## config.mk

```make
export PLATFORM = sky130hd
export DESIGN_NAME = mux_scan_ctrl
export DESIGN_NICKNAME = d
export VERILOG_FILES = /design/src/rtl/mux_scan_ctrl.sv
export SDC_FILE = /design/constraint.sdc
export NUM_CORES = 1
export LEC_CHECK = 0
export BUFFER_PORTS_ARGS = -buffer_cell sky130_fd_sc_hd__buf_2
export CAP_MARGIN = 20
export CORE_MARGIN = 2
export CORE_UTILIZATION = 54
export CTS_CLUSTER_SIZE = 8
export DETAILED_ROUTE_END_ITERATION = 10
export PLACE_DENSITY = 0.81
export SETUP_SLACK_MARGIN = 0.05
export SYNTH_ARGS = -nofsm -noshare
export SYNTH_HDL_FRONTEND = slang
export SYNTH_SLANG_ARGS = --single-unit
```

## constraint.sdc

```tcl
create_clock -name clk -period 2.7 [get_ports clk]
set_input_delay 0.27 -clock clk [delete_from_list [all_inputs] [get_ports clk]]
set_output_delay 0.27 -clock clk [all_outputs]
set_load 0.005 [all_outputs]
```

## src/rtl/mux_scan_ctrl.sv

```systemverilog
// Scan/select controller for a downstream 4:1 mux: auto-scan with per-channel dwell, or manual select.
// Optional macro SCAN_SKIP_EN adds ch_mask so auto-scan skips disabled channels.
module mux_scan_ctrl #(
    parameter int DWELL_W = 8
) (
    input  logic               clk,
    input  logic               rst_n,
    input  logic               en,
    input  logic               mode,
    input  logic [1:0]         man_sel,
    input  logic [DWELL_W-1:0] dwell,
`ifdef SCAN_SKIP_EN
    input  logic [3:0]         ch_mask,
`endif
    output logic               Sel1,
    output logic               Sel2,
    output logic [1:0]         ch,
    output logic               strobe,
    output logic               busy,
    output logic [1:0]         state_dbg
);

    typedef enum logic [1:0] {
        IDLE   = 2'd0,
        SCAN   = 2'd1,
        MANUAL = 2'd2
    } state_t;

    state_t             state, state_nxt;
    logic [1:0]         ch_q, ch_nxt;
    logic [DWELL_W-1:0] cnt, cnt_nxt;
    logic               strobe_q, strobe_nxt;
    logic [3:0]         scan_mask;
    logic [1:0]         adv_ch;
    logic               adv_ok;
    logic [1:0]         cand;

`ifdef SCAN_SKIP_EN
    assign scan_mask = ch_mask;
`else
    assign scan_mask = 4'hF;
`endif

    // Nearest enabled channel after ch_q in cyclic order; k=4 lands back on ch_q itself.
    always_comb begin
        adv_ch = ch_q;
        adv_ok = 1'b0;
        cand   = ch_q;
        for (int k = 4; k >= 1; k--) begin
            cand = ch_q + 2'(k);
            if (scan_mask[cand]) begin
                adv_ch = cand;
                adv_ok = 1'b1;
            end
        end
    end

    always_comb begin
        state_nxt  = state;
        ch_nxt     = ch_q;
        cnt_nxt    = cnt;
        strobe_nxt = 1'b0;
        if (!en) begin
            state_nxt = IDLE;
        end else if (mode) begin
            state_nxt  = MANUAL;
            ch_nxt     = man_sel;
            strobe_nxt = (man_sel != ch_q);
        end else begin
            case (state)
                SCAN: begin
                    if (cnt != '0) begin
                        cnt_nxt = cnt - 1'b1;
                    end else begin
                        // With no enabled channel, hold ch and stay silent.
                        cnt_nxt    = dwell;
                        ch_nxt     = adv_ch;
                        strobe_nxt = adv_ok;
                    end
                end
                default: begin
                    state_nxt  = SCAN;
                    cnt_nxt    = dwell;
                    strobe_nxt = 1'b1;
                end
            endcase
        end
    end

    always_ff @(posedge clk or negedge rst_n) begin
        if (!rst_n) begin
            state    <= IDLE;
            ch_q     <= 2'd0;
            cnt      <= '0;
            strobe_q <= 1'b0;
        end else begin
            state    <= state_nxt;
            ch_q     <= ch_nxt;
            cnt      <= cnt_nxt;
            strobe_q <= strobe_nxt;
        end
    end

    assign ch        = ch_q;
    assign Sel1      = ch_q[0];
    assign Sel2      = ch_q[1];
    assign strobe    = strobe_q;
    assign busy      = (state != IDLE);
    assign state_dbg = state;

endmodule
```

==> impl_summary.md <==
Run status
The run finished with clean final reports.

Global route
The first global-routing pass estimated 3.263 mm of wire. The initial antenna violation count is 0. The pin count of the biggest net entering global routing is 14.

The global-route congestion overflow total is 0. Across every metal layer, demand over resource in global routing totals 0.2329. The via count of the first global-routing pass is 766.

Yosys
By area the synthesized netlist is led by sky130_fd_sc_hd__dfrtp_1, sky130_fd_sc_hd__o21ai_1, sky130_fd_sc_hd__nand3_1. Yosys mapped a number of flops with a built-in enable equal to 0. Averaged over all synthesized cells, the footprint is 9.521 um2. For this run, the register share of the synthesized area comes to 0.3927. The Yosys step of the flow raised 0 warnings. The number of storage elements in the synthesis netlist is 13. The synthesized instance count is 87. Synthesis produced a netlist with a net count of 103. Synthesis instantiated 38 different standard cells from the library. In this run the cell area of the synthesized design comes to 828.3 um2.

The post-synthesis async set-or-reset flop share is 1.000. The share of synthesized area in the top cell type comes to 0.3927. By count the netlist is led by sky130_fd_sc_hd__dfrtp_1, sky130_fd_sc_hd__inv_1, sky130_fd_sc_hd__o21ai_1. The leading cell type by number of instances after synthesis is sky130_fd_sc_hd__dfrtp_1. The leading area contributor after synthesis is sky130_fd_sc_hd__dfrtp_1. The most used flip-flop cell after synthesis is sky130_fd_sc_hd__dfrtp_1.

Worst setup path
The startpoint of the worst setup timing path is cnt[0]. The worst setup path is captured at a flop. The worst setup path is launched from a flop. The worst register-to-register path begins at cnt[0]. The critical path in this run is classified as flop to flop. The data required time of the worst path is 2.87 ns. The highest fanout seen on the critical path is 9. Data on the critical path arrives at its endpoint at 1.87 ns.

Finish
Measured on the finished design, the core utilization comes to 0.6590. The synthesis-to-finish area growth is 17.07%. After routing the design area is 969.7 um2. In the final layout, the share of cells above drive strength 1 is 0.3091. The number of nets at the end of the flow is 127. The finished layout holds 126 standard cells, fillers aside.

The number of antenna diodes is 0. Counting the fill cells in the layout gives 124.

Power
The completed layout was analyzed and its total power is 0.0005368 W. The power per cell area is 553.6 nW/um2. Across the VDD grid, the largest voltage drop is 0.0003617 V.

The leakage power of the design is 0.4534 nW.

Route
The routed design uses 60 um of met3 wire. Wires add up to 1.910 mm. The count of nets left with antenna violations after detail routing is 0. For this block, wires on met1 add up to 844 um. The wire length per cell is 15.16 um.

The total met2 wirelength after detailed routing is 989 um. For this block, the via count after detailed routing is 744. Dividing the detail-routed via count by the number of cells gives 5.905.

The count of routing violations after the opening detailed-route iteration is 16. The number of remaining DRC errors is 0. The highest metal layer used by the detailed router is met4. The first TritonRoute pass finished after 4 iterations.

Timing
At the pin with the least slew margin, the transition time is 0.4952 ns. Setup repair after global routing left no endpoint under its margin. The final max-slew violation count came to 0.

The number of endpoints with negative hold slack in the final report is 0. The routed design could run at a clock period as short as 1.696 ns. Setup violations remaining at the end of the flow were counted as 0. Derived from the worst setup path, the maximum achievable clock frequency is 589.5 MHz. In the finished design, the share of the clock period the worst path needs comes to 0.6282.

After routing, the total negative slack on setup checks comes to 0 ns. The clock arrives with 0.0005329 ns of skew. In this run the tightest slew margin relative to its limit is 0.6692.

CTS
The total number of clock tree sinks is 13. The clock network latency to the later pin of the worst-skew pair is 0.28 ns. Clock-pin slew was measured on the worst setup and hold paths at 0.09 ns.

The H-tree depth is 1. In this run the clock root is driven by a sky130_fd_sc_hd__clkbuf_4. The number of buffers added for setup after CTS is 0. TritonCTS built the clock tree. Buffers inserted during clock tree synthesis total 3. The maximum count of clock buffers along a single path is 2. After clock tree synthesis, the flow added hold-fix buffers numbering 1. The number of gates resized after CTS was 0.

Die
The die is 43.17 um tall. The initialized floorplan defines 14 standard-cell rows. The core footprint is 1471 um2.

The die covers 1863 um2. The die is 43.17 um wide. The I/O pin total is 22. For this configuration, the core starts out at a cell density of 0.5629.

Placed design
Once detailed placement completed, the half-perimeter wirelength came to 1.445 mm. Once placement finished, the instance area stood at 933.4 um2. The count of placed standard cells including taps is 121. Port buffering added 21 buffers. The congestion estimate from routability-driven global placement came to 0.7627.

Worst hold path
The startpoint identified for the worst hold timing path is dwell[1]. In this run the worst hold path is classified as primary input to flop.

Job
The number of max-cap violations is 0.
-- worst paths after layout --
path / to / slack (ns) / cells after the start
min: cnt[1] / 0.23 / 3
max reg2reg: cnt[3] / 1.00 / 6
min in group asynchronous: cnt[0] / 0.40 / 2
max: cnt[3] / 1.00 / 6
max in group asynchronous: strobe / 2.07 / 2
min reg2reg: cnt[6] / 0.58 / 2
-- stage by stage --
step	setup WS, ns	hold WS (ns)
2_1_floorplan	1.157	-0.02559
3_3_place_gp	1.047	0.1726
3_5_place_dp	1.028	0.1796
4_1_cts	0.9995	0.2269
5_1_grt	0.8673	0.2508
6_report	1.004	0.2252
-- cell type report --
type / count / area (um2) / share of cell area
clock buffer: 4 / 26.28 / 0.02710
multi-input combinational: 63 / 452.9 / 0.4671
sequential: 13 / 325.3 / 0.3355
inverter: 8 / 30.03 / 0.03097
timing repair buffer: 22 / 115.1 / 0.1187
tap: 16 / 20.02 / 0.02065
-- worst max-delay path: stages, from the launching register on --
cell and delay, ns:
sky130_fd_sc_hd__dfrtp_1 0.41, sky130_fd_sc_hd__inv_1 0.13, sky130_fd_sc_hd__ha_1 0.16, sky130_fd_sc_hd__nor4b_4 0.35
sky130_fd_sc_hd__a21o_4 0.24, sky130_fd_sc_hd__a21oi_2 0.04, sky130_fd_sc_hd__a211o_1 0.27
-- kinds of logic after synthesis --
group	after synthesis	synth area share
buffers and inverters	11	0.06041
AOI/OAI and AO/OA	27	0.2266
DFF	13	0.3927
and+or+nand+nor	31	0.2583
xor gates and xnor gates	3	0.03173
adders and majority gates	2	0.03021
-- registers in the layout (all words and copies together) (netlist names) --
name and flops:
state_dbg 2, ch 2, cnt 8, strobe 1
-- layer usage --
layer | vias up | global-route usage
met5 | - | 0
met2 | 13 | 0.4179
met4 | 0 | 0.09697
met3 | 4 | 0.03404
met1 | 356 | 0.2708
li1 | 371 | -
-- layout by cell type (no fill, tap or decap), drive strengths merged, types with 3 or more instances in the layout --
cell type / n
a21oi: 7
buf: 21
clkbuf: 4
dfrtp: 13
inv: 8
nand2: 6
nand3: 6
nand4: 3
nor4b: 3
o21ai: 8
-- power by group --
group          internal [W]  switching [W]
Clock             0.0000573      0.0000702
Combinational     0.0000690      0.0000746
Sequential         0.000224      0.0000412
Total              0.000351       0.000186
No activity file was read; power rests on OpenSTA's default activity.
